--- config.mk ---
export PLATFORM = sky130hd
export DESIGN_NAME = channel_model_mc_flat
export DESIGN_NICKNAME = d
export VERILOG_FILES = /design/src/rtl/channel_model_mc_pkg.sv /design/src/rtl/channel_model_mc_if.sv /design/src/rtl/channel_model_mc_lane.sv /design/src/rtl/channel_model_mc.sv /design/src/flat_wrapper.sv
export SDC_FILE = /design/constraint.sdc
export NUM_CORES = 1
export LEC_CHECK = 0
export BUFFER_PORTS_ARGS = -buffer_cell sky130_fd_sc_hd__buf_2
export CAP_MARGIN = 5
export CORE_MARGIN = 2
export CORE_UTILIZATION = 53
export CTS_CLUSTER_DIAMETER = 150
export DETAILED_ROUTE_END_ITERATION = 12
export HOLD_SLACK_MARGIN = 0.05
export PLACE_DENSITY = 0.8
export RECOVER_POWER = 50
export SLEW_MARGIN = 0
export SYNTH_ARGS = -nofsm -noshare
export SYNTH_HDL_FRONTEND = slang
export SYNTH_SLANG_ARGS = --single-unit
--- constraint.sdc ---
create_clock -name clk -period 2.8 [get_ports clk]
set_clock_uncertainty 0.1 [all_clocks]
set_input_delay 0 -clock clk [delete_from_list [all_inputs] [get_ports clk]]
set_output_delay 0 -clock clk [all_outputs]
set_load 0.05 [all_outputs]
--- src/rtl/channel_model_mc_pkg.sv ---
// Shared constants and saturating arithmetic for the multi-lane channel model.
// Optional noise injection is enabled by defining CHANNEL_NOISE_EN.
package channel_pkg;

  localparam logic [15:0] CHAN_LFSR_SEED = 16'hACE1;
  localparam logic [15:0] CHAN_LFSR_POLY = 16'hB400;

  // One bit wider than the widest supported level (16 bits) so sums never wrap.
  localparam int CHAN_ARITH_W = 17;

  // dir=1 adds and clamps at 2**level_w-1; dir=0 subtracts and clamps at 0.
  function automatic logic [CHAN_ARITH_W-1:0] sat_add_sub(
    input logic [CHAN_ARITH_W-1:0] level,
    input logic [CHAN_ARITH_W-1:0] step,
    input logic                    dir,
    input int                      level_w
  );
    logic [CHAN_ARITH_W-1:0] max_v;
    logic [CHAN_ARITH_W-1:0] res;
    max_v = (CHAN_ARITH_W'(1) << level_w) - CHAN_ARITH_W'(1);
    if (dir) begin
      res = level + step;
      if (res > max_v) res = max_v;
    end else begin
      res = (level >= step) ? (level - step) : '0;
    end
    return res;
  endfunction

endpackage

--- src/rtl/channel_model_mc_if.sv ---
// Control/status bundle of the channel model; the DUT side uses the slave modport.
interface channel_model_mc_if #(
  parameter int NUM_LANES = 4,
  parameter int LEVEL_W   = 8,
  parameter int STEP_W    = 4,
  parameter int CNT_W     = 16
);

  logic                           en;
  logic [NUM_LANES-1:0]           in_bits;
  logic [STEP_W-1:0]              rise_step;
  logic [STEP_W-1:0]              fall_step;
  logic [LEVEL_W-1:0]             thresh_hi;
  logic [LEVEL_W-1:0]             thresh_lo;
  logic                           cnt_clr;
  logic [NUM_LANES-1:0]           out_bits;
  logic [NUM_LANES*LEVEL_W-1:0]   level;
  logic [NUM_LANES-1:0]           sat_hi;
  logic [NUM_LANES-1:0]           sat_lo;
  logic [NUM_LANES*CNT_W-1:0]     edge_cnt;

  modport master (
    output en, in_bits, rise_step, fall_step, thresh_hi, thresh_lo, cnt_clr,
    input  out_bits, level, sat_hi, sat_lo, edge_cnt
  );

  modport slave (
    input  en, in_bits, rise_step, fall_step, thresh_hi, thresh_lo, cnt_clr,
    output out_bits, level, sat_hi, sat_lo, edge_cnt
  );

endinterface

--- src/rtl/channel_model_mc_lane.sv ---
// One channel lane: saturating integrator, hysteresis slicer, edge counter.
// Defining CHANNEL_NOISE_EN adds a per-lane LFSR whose noise perturbs only the slicer input.
module channel_lane
  import channel_pkg::*;
#(
  parameter int LEVEL_W = 8,
  parameter int STEP_W  = 4,
  parameter int CNT_W   = 16
`ifdef CHANNEL_NOISE_EN
  ,
  parameter int NOISE_W = 3,
  parameter int LANE    = 0
`endif
) (
  input  logic               clk,
  input  logic               rst_n,
  input  logic               en,
  input  logic               in_bit,
  input  logic [STEP_W-1:0]  rise_step,
  input  logic [STEP_W-1:0]  fall_step,
  input  logic [LEVEL_W-1:0] thresh_hi,
  input  logic [LEVEL_W-1:0] thresh_lo,
  input  logic               cnt_clr,
  output logic               out_bit,
  output logic [LEVEL_W-1:0] level,
  output logic               sat_hi,
  output logic               sat_lo,
  output logic [CNT_W-1:0]   edge_cnt
);

  logic [LEVEL_W-1:0] level_q;
  logic [LEVEL_W-1:0] level_d;
  logic [LEVEL_W-1:0] cmp;
  logic [LEVEL_W-1:0] lo_eff;
  logic               out_q;
  logic               out_d;
  logic [CNT_W-1:0]   cnt_q;
  logic [CNT_W-1:0]   cnt_d;

  always_comb begin
    level_d = level_q;
    if (en) begin
      level_d = LEVEL_W'(sat_add_sub(CHAN_ARITH_W'(level_q),
                                     in_bit ? CHAN_ARITH_W'(rise_step) : CHAN_ARITH_W'(fall_step),
                                     in_bit, LEVEL_W));
    end
  end

`ifdef CHANNEL_NOISE_EN
  logic [15:0]        lfsr_q;
  logic [NOISE_W-1:0] noise_raw;
  logic [NOISE_W-1:0] noise_mag;

  // Low LFSR bits are a two's-complement offset; apply it as a clamped add or subtract.
  assign noise_raw = lfsr_q[NOISE_W-1:0];
  assign noise_mag = noise_raw[NOISE_W-1] ? (~noise_raw + NOISE_W'(1)) : noise_raw;
  assign cmp = LEVEL_W'(sat_add_sub(CHAN_ARITH_W'(level_q), CHAN_ARITH_W'(noise_mag),
                                    ~noise_raw[NOISE_W-1], LEVEL_W));

  always_ff @(posedge clk or negedge rst_n) begin
    if (!rst_n) begin
      lfsr_q <= CHAN_LFSR_SEED ^ 16'(LANE + 1);
    end else if (en) begin
      lfsr_q <= lfsr_q[0] ? ((lfsr_q >> 1) ^ CHAN_LFSR_POLY) : (lfsr_q >> 1);
    end
  end
`else
  assign cmp = level_q;
`endif

  // A low threshold above the high one collapses to a single threshold at hi.
  assign lo_eff = (thresh_lo < thresh_hi) ? thresh_lo : thresh_hi;

  always_comb begin
    out_d = out_q;
    if (!out_q && (cmp > thresh_hi)) begin
      out_d = 1'b1;
    end else if (out_q && (cmp < lo_eff)) begin
      out_d = 1'b0;
    end
  end

  always_comb begin
    cnt_d = cnt_q;
    if (cnt_clr) begin
      cnt_d = '0;
    end else if ((out_d != out_q) && (cnt_q != '1)) begin
      cnt_d = cnt_q + CNT_W'(1);
    end
  end

  always_ff @(posedge clk or negedge rst_n) begin
    if (!rst_n) begin
      level_q <= '0;
      out_q   <= 1'b0;
      cnt_q   <= '0;
    end else begin
      level_q <= level_d;
      out_q   <= out_d;
      cnt_q   <= cnt_d;
    end
  end

  assign out_bit  = out_q;
  assign level    = level_q;
  assign edge_cnt = cnt_q;
  assign sat_hi   = (level_q == '1);
  assign sat_lo   = (level_q == '0);

endmodule

--- src/rtl/channel_model_mc.sv ---
// Multi-lane channel model top: one channel_lane per lane, packed onto the interface buses.
// Noise injection is compiled in when CHANNEL_NOISE_EN is defined.
module channel_model_mc
  import channel_pkg::*;
#(
  parameter int NUM_LANES = 4,
  parameter int LEVEL_W   = 8,
  parameter int STEP_W    = 4,
  parameter int CNT_W     = 16
`ifdef CHANNEL_NOISE_EN
  ,
  parameter int NOISE_W   = 3
`endif
) (
  input  logic             clk,
  input  logic             rst_n,
  channel_model_mc_if.slave bus
);

  logic [NUM_LANES-1:0]         out_v;
  logic [NUM_LANES-1:0]         sat_hi_v;
  logic [NUM_LANES-1:0]         sat_lo_v;
  logic [NUM_LANES*LEVEL_W-1:0] level_v;
  logic [NUM_LANES*CNT_W-1:0]   cnt_v;

  for (genvar i = 0; i < NUM_LANES; i++) begin : g_lane
    channel_lane #(
      .LEVEL_W (LEVEL_W),
      .STEP_W  (STEP_W),
      .CNT_W   (CNT_W)
`ifdef CHANNEL_NOISE_EN
      ,
      .NOISE_W (NOISE_W),
      .LANE    (i)
`endif
    ) u_lane (
      .clk       (clk),
      .rst_n     (rst_n),
      .en        (bus.en),
      .in_bit    (bus.in_bits[i]),
      .rise_step (bus.rise_step),
      .fall_step (bus.fall_step),
      .thresh_hi (bus.thresh_hi),
      .thresh_lo (bus.thresh_lo),
      .cnt_clr   (bus.cnt_clr),
      .out_bit   (out_v[i]),
      .level     (level_v[i*LEVEL_W +: LEVEL_W]),
      .sat_hi    (sat_hi_v[i]),
      .sat_lo    (sat_lo_v[i]),
      .edge_cnt  (cnt_v[i*CNT_W +: CNT_W])
    );
  end

  assign bus.out_bits = out_v;
  assign bus.level    = level_v;
  assign bus.sat_hi   = sat_hi_v;
  assign bus.sat_lo   = sat_lo_v;
  assign bus.edge_cnt = cnt_v;

endmodule
--- src/flat_wrapper.sv ---
// flat-port wrapper written by rule: the top's interface ports become plain ports
module channel_model_mc_flat import channel_pkg::*;
#(
  parameter int NUM_LANES = 4,
  parameter int LEVEL_W   = 8,
  parameter int STEP_W    = 4,
  parameter int CNT_W     = 16

)
  (clk, rst_n, bus_en, bus_in_bits, bus_rise_step, bus_fall_step, bus_thresh_hi, bus_thresh_lo, bus_cnt_clr, bus_out_bits, bus_level, bus_sat_hi, bus_sat_lo, bus_edge_cnt);
  channel_model_mc_if #(.NUM_LANES(NUM_LANES), .LEVEL_W(LEVEL_W), .STEP_W(STEP_W), .CNT_W(CNT_W)) bus_i ();
  input  logic clk;
  input  logic rst_n;
  input wire logic [$bits(bus_i.en)-1:0] bus_en;
  input wire logic [$bits(bus_i.in_bits)-1:0] bus_in_bits;
  input wire logic [$bits(bus_i.rise_step)-1:0] bus_rise_step;
  input wire logic [$bits(bus_i.fall_step)-1:0] bus_fall_step;
  input wire logic [$bits(bus_i.thresh_hi)-1:0] bus_thresh_hi;
  input wire logic [$bits(bus_i.thresh_lo)-1:0] bus_thresh_lo;
  input wire logic [$bits(bus_i.cnt_clr)-1:0] bus_cnt_clr;
  output wire logic [$bits(bus_i.out_bits)-1:0] bus_out_bits;
  output wire logic [$bits(bus_i.level)-1:0] bus_level;
  output wire logic [$bits(bus_i.sat_hi)-1:0] bus_sat_hi;
  output wire logic [$bits(bus_i.sat_lo)-1:0] bus_sat_lo;
  output wire logic [$bits(bus_i.edge_cnt)-1:0] bus_edge_cnt;
  assign bus_i.en = bus_en;
  assign bus_i.in_bits = bus_in_bits;
  assign bus_i.rise_step = bus_rise_step;
  assign bus_i.fall_step = bus_fall_step;
  assign bus_i.thresh_hi = bus_thresh_hi;
  assign bus_i.thresh_lo = bus_thresh_lo;
  assign bus_i.cnt_clr = bus_cnt_clr;
  assign bus_out_bits = bus_i.out_bits;
  assign bus_level = bus_i.level;
  assign bus_sat_hi = bus_i.sat_hi;
  assign bus_sat_lo = bus_i.sat_lo;
  assign bus_edge_cnt = bus_i.edge_cnt;
  channel_model_mc #(.NUM_LANES(NUM_LANES), .LEVEL_W(LEVEL_W), .STEP_W(STEP_W), .CNT_W(CNT_W)) u_core (.clk(clk), .rst_n(rst_n), .bus(bus_i));
endmodule
Word level (Yosys, flattened, before mapping)

Index checks and enable logic that the tools add are counted.

Output and inout port bits: 108
Word-level logic and storage cells: 110
Bits in registers: 100
Input port bits: 32

Reduce and logical (&&, ||, !) cells: 24
Multiplexer cells: 33
Magnitude comparators: 17
Eq/ne operators: 12
Add/sub/neg operators: 12

Operators with widths:

| cell                                                          | count |
|---|---|
| 2-to-1 mux 16 bit                                             | 8 |
| 2-to-1 mux 8 bit                                              | 13 |
| >= comparator 8 x 17 -> 1 bit                                 | 4 |
| adder 16 x 1 -> 16 bit, second input constant                 | 4 |
| inequality test 16 bit, second input constant                 | 4 |
| < comparator 8 bit                                            | 5 |
| adder 8 x 4 -> 9 bit                                          | 4 |
| greater-than comparator 9 x 8 -> 1 bit, second input constant | 4 |
| == test 8 bit, second input constant                          | 4 |
| greater-than comparator 8 bit                                 | 4 |
| logical NOT 8 bit                                             | 4 |
| subtractor 8 x 4 -> 8 bit                                     | 4 |
| 2-to-1 mux 4 bit                                              | 4 |
| logical AND 1 bit                                             | 12 |
| 2-to-1 mux 1 bit                                              | 8 |
| nonzero test 2 bit                                            | 4 |
| logical NOT 1 bit                                             | 4 |
| inequality test 1 bit                                         | 4 |

Longest topological paths before layout

Depth in word-level cells: 10
Depth in mapped cells: 20
Depth with buffers taken out: 17

By module

Synthesis repeated with hierarchy kept, for this count alone.

Cells, all modules: 1186
Area, all modules: 10178.5 sq um

By module, submodules not included:

| module                                      | seq. area each (sq um) | area each (sq um) | times used | cells each |
|---|---|---|---|---|
| channel_lane at u_core.g_lane[2].u_lane ... | 625.6                  | 2603.7            | 2          | 300 |
| channel_lane at u_core.g_lane[1].u_lane     | 625.6                  | 2506.2            | 1          | 299 |
| channel_lane at u_core.g_lane[0].u_lane     | 625.6                  | 2464.9            | 1          | 287 |

Least setup slack after synthesis

OpenSTA, ideal clock, no wires.

Path kind: input to register
Start: input port bus_thresh_hi[1]
End: register u_core.g_lane[0].u_lane.cnt_q[4]
Arrival: 3497 ps
Path slack: -924 ps
Library setup time: 128 ps
Buffers on the path: 3
Stages: 18
Data required time: 2572 ps
Path through: inv_1 -> ha_1 -> a2111oi_4 -> o21a_1 -> buf_6 -> clkbuf_1 -> nor2_1 -> a21oi_1 -> ha_1 -> a21o_1 -> a21o_1 -> a21oi_1 -> and3b_1 -> nand4_1 -> a21oi_2 -> buf_4 -> nand3_1 -> mux2_1

Cells in the longest elaborated chain, start to end: 9
Elaborated cells on any way between the ends: 11
Those cells by class: order compare (3); eq/ne (1); mux (3); reduce/logical (4)

Ends and longest elaborated chain:

| element                                 | RTL line                     | RTL |
|---|---|---|
| from (decl)                             | flat_wrapper.sv:18           | `input wire logic [$bits(bus_i.thresh_hi)-1:0] bus_thresh_hi;` |
| < comparator 8 bit                      | channel_model_mc_lane.sv:72  | `assign lo_eff = (thresh_lo < thresh_hi) ? thresh_lo : thresh_hi;` |
| 2-to-1 mux 8 bit                        | channel_model_mc_lane.sv:72  |  |
| < comparator 8 bit                      | channel_model_mc_lane.sv:78  | `end else if (out_q && (cmp < lo_eff)) begin` |
| logical AND 1 bit                       | channel_model_mc_lane.sv:78  |  |
| 2-to-1 mux 1 bit                        | channel_model_mc_lane.sv:78  |  |
| 2-to-1 mux 1 bit (*)                    | channel_model_mc_lane.sv:76  | `if (!out_q && (cmp > thresh_hi)) begin` |
| inequality test 1 bit (*)               | channel_model_mc_lane.sv:87  | `end else if ((out_d != out_q) && (cnt_q != '1)) begin` |
| logical AND 1 bit (*)                   | channel_model_mc_lane.sv:87  |  |
| nonzero test 2 bit (no source line) (*) | --                           |  |
| to (signal assigned)                    | channel_model_mc_lane.sv:100 | `cnt_q <= cnt_d;` |
| to (decl)                               | channel_model_mc_lane.sv:37  | `logic [CNT_W-1:0] cnt_q;` |

Mark *: on every way between the ends. The rest lies on a longest branch, timed or not.
A chain may end at the register's enable or synchronous reset.

Final worst setup path

Start: input port bus_thresh_hi[2]
End: register u_core.g_lane[3].u_lane.cnt_q[13]

Cells in the longest elaborated chain, start to end: 9
Elaborated cells on any way between the ends: 11
Those cells by class: order compare (3); eq/ne (1); mux (3); reduce/logical (4)

Ends and longest elaborated chain:

| element                                 | RTL line |
|---|---|
| < comparator 8 bit                      | channel_model_mc_lane.sv:72 |
| 2-to-1 mux 8 bit                        | channel_model_mc_lane.sv:72 |
| < comparator 8 bit                      | channel_model_mc_lane.sv:78 |
| logical AND 1 bit                       | channel_model_mc_lane.sv:78 |
| 2-to-1 mux 1 bit                        | channel_model_mc_lane.sv:78 |
| 2-to-1 mux 1 bit (*)                    | channel_model_mc_lane.sv:76 |
| inequality test 1 bit (*)               | channel_model_mc_lane.sv:87 |
| logical AND 1 bit (*)                   | channel_model_mc_lane.sv:87 |
| nonzero test 2 bit (no source line) (*) | -- |
| to (signal assigned)                    | channel_model_mc_lane.sv:100 |
| to (decl)                               | channel_model_mc_lane.sv:37 |

Marked as above.

==> run metrics <==
Synth Area in Compound Gates 20.3%; Clock Sinks 100; CP Max Fanout 8; global routing usage on met3 6.19%; WL per Instance 18.5 microns; die width 135 microns; Total Power between 10 and 15 mW; HP Class in -> reg; minimum clock period 3.18 ns; RSZ-0062 raised after global routing yes; Worst-Margin Slew 0.889 ns; H-tree depth 3; busiest grt layer met2; utilization after layout 71.6%; YS warnings 0; CTS tree built; async set-or-reset flop fraction in the synthesized netlist between 90% and 100%; FF+latch count, synth 100; DRT Wirelength 28400 microns; drt initial violations 837; Max-slew headroom 40.8%; Nets 1448; GPL Wtd Cong ~0.94; number of synthesized flops with an enable pin 0; critical path endpoint category flop; Max Fclk 315 MHz; worst vdd ir roughly 0.73 mV; number of vias per cell approximately 6.2; drt drc 0; worst skew pair latency approximately 0.37 ns; fin crit share 113%; mux share of post-synthesis cell area under 10%; failing checks setup timing; worst path cell trace buf_6 > inv_4 > ha_4 > o21ai_2 > a211o_1 > o21a_2 > buf_12 > buf_8 > a21oi_4 > buf_6 > ha_4 > a21boi_2 > o21ai_1 > nand2b_1 > nor3b_2 > nand4_1 > and2_4 > or4_1 > a21oi_1; CTS buffer count 9; Clock Path Buffers 2; Synth Flop Type dfrtp_1; Die Area 18200 sq um; most frequent cells in the layout 105 x buf_4, 100 x nor2_1, 98 x dfrtp_1; Syn Area/Cell 8.36 sq um; largest stage delay on the critical path ~0.47 ns; Final Instance Area 12000 sq um; Pre-Repair DR Iteration Count 5; Setup CP Type in -> reg; register area share after synthesis 27.5%; initial antenna violation count 0; most common cell after layout, fill and taps aside buf_4; largest family of logic cells by synthesized area simple AND/OR/NAND/NOR gates; vias in the first global route 9197; dpl hpwl just under 20000 microns; post-synthesis cell type count 65; Leak Pwr ~5.4 nW; GR Util All Layers 30.5%; Max-Cap Viols 0; Critical Path AT 3.36 ns; Post-Synth Adder-Cell Area 15.2%; CTS clk-pin slew, worst paths 0.07 ns; pin count of the biggest net entering global routing 69; via count around 9500; Core Rows 47; IO buf count 139; Max Slew Vio Count 0; outcome finished, violations left; final worst slack -0.376 ns; GR Util met1 38.2%; Placed Area 10700 sq um; Setup WS pre-CTS -0.920 ns; first-pass GRT wire length roughly 45000 microns; antenna cells 0; Netlist Area Pre-Place between 9000 and 10000 sq um; Pwr per Cell Area 933 nW/um^2; Final Hold Viols 0; Syn Nets 1225; core area 16700 sq um; Final setup viols 64; clock root cell clkbuf_16; antenna-violating nets left 0; Die Y roughly 140 microns; I/O pin count 140; CP max stage cell or4_1; met2 Track Usage GR 50.8%; Initial Util between 50% and 60%; total global routing overflow 0; Synth Instances 1089; Startpoint Class input pin; synthesis-to-layout area growth 31.5%; Synth Area in Simple Gates 22.9%; proportion of layout cells with a drive suffix above 1 27.6%; post-synthesis xor/xnor area fraction 2.12%; CP Data Required Time between 2 and 3 ns
[worst max-delay path: cells and delay by family]
| kind | cells | cell delay [ns] |
|---|---|---|
| buffers and inverters | 5 | 0.53 |
| AND/OR/NAND/NOR | 5 | 1.20 |
| AO/OA/AOI/OAI | 7 | 1.18 |
| adder cells (fa/ha/maj) | 2 | 0.44 |
[cell type report]
| cell class | count | area [sq um] |
|---|---|---|
| Timing Repair Buffer | 270 | 1800 |
| Tap cell | 220 | 275 |
| Clock buffer | 10 | 239 |
| Inverter | 63 | 249 |
| Sequential cell | 100 | 2500 |
| Clock inverter | 6 | 70.1 |
| Fill cell | 1237 | 4740 |
| Multi-Input combinational cell | 868 | 6820 |
[path summary, 6_finish.rpt]
kind	start	endpoint	slack (ns)	depth (start not counted)
setup / recovery	bus_thresh_hi[2]	u_core.g_lane[3].u_lane.edge_cnt[13]	-0.38	19
hold / removal	bus_in_bits[1]	u_core.g_lane[1].u_lane.level[4]	0.06	4
setup reg to reg	u_core.g_lane[0].u_lane.edge_cnt[4]	u_core.g_lane[0].u_lane.edge_cnt[12]	-0.14	10
hold reg to reg	u_core.g_lane[2].u_lane.out_bit	u_core.g_lane[2].u_lane.out_bit	0.47	2
max in group asynchronous	rst_n	u_core.g_lane[0].u_lane.level[0]	0.73	4
min in group asynchronous	rst_n	u_core.g_lane[0].u_lane.level[4]	0.72	3
[metrics by stage]
stage                     hold slack, ns  setup TNS (ns)  instances
after floorplan                   -0.396          -27.55       1089
after global placement            -0.114          -38.96       1489
after detailed placement          -0.104          -45.85       1489
after CTS                         0.0550           -9.90       1531
after global routing              0.0891          -23.63       1537
final                             0.0645          -15.84       1537
[cells in the mapped netlist, drive strengths merged (8+ instances only)]
master | instances | area, sq um
xnor2 | 15 | 131
a31oi | 9 | 56.3
mux2i | 24 | 244
a21o | 28 | 210
nor2b | 38 | 238
o31ai | 22 | 165
nand4 | 37 | 231
nand3 | 38 | 190
o21ai | 51 | 255
clkbuf | 42 | 158
nor3 | 18 | 90.1
inv | 63 | 236
buf | 18 | 140
or4 | 23 | 173
a211oi | 8 | 60.1
dfrtp | 100 | 2500
mux2 | 28 | 315
o21bai | 8 | 60.1
ha | 96 | 1200
nand2b | 16 | 100
nor2 | 104 | 390
nand2 | 73 | 274
or3 | 11 | 68.8
and3 | 11 | 68.8
fa | 8 | 160
o21a | 10 | 75.1
a21oi | 85 | 429
[kinds of logic after synthesis]
logic type               count (synthesis)
buffers and inverters                  123
flip-flops                             100
adder cells (fa/ha/maj)                106
XOR/XNOR                                22
AO/OA/AOI/OAI                          282
AND/OR/NAND/NOR                        404
multiplexers                            52
[routing by layer]
| metal | routed length, microns | vias up |
|---|---|---|
| li1 | - | 4430 |
| met1 | 11700 | 4594 |
| met2 | 13600 | 423 |
| met3 | 1960 | 89 |
| met4 | 1100 | 0 |
| met5 | 0 | - |
[sequential cells by signal, summed over array words and instances (netlist names)]
name / flops
u_core.g_lane.u_lane.out_bit: 4
u_core.g_lane.u_lane.edge_cnt: 64
u_core.g_lane.u_lane.level: 32
[report_power, final]
part	total [mW]	internal, mW	switching, mW
Clock	1.34	0.726	0.611
Sequential	2.14	1.74	0.401
Combinational	7.68	3.07	4.61
Total	11.2	5.53	5.63
[timing repair]
item / CTS / global route
hold endpoints to repair: 105 / 0
resized for setup: 120 / 50
buffers inserted: 19 / 6
pin swaps: 53 / 23
cloned: 2 / 0
endpoints found under the setup margin: 64 / 74
hold buffers: 6 / 0
No activity file was read; power rests on OpenSTA's default activity.
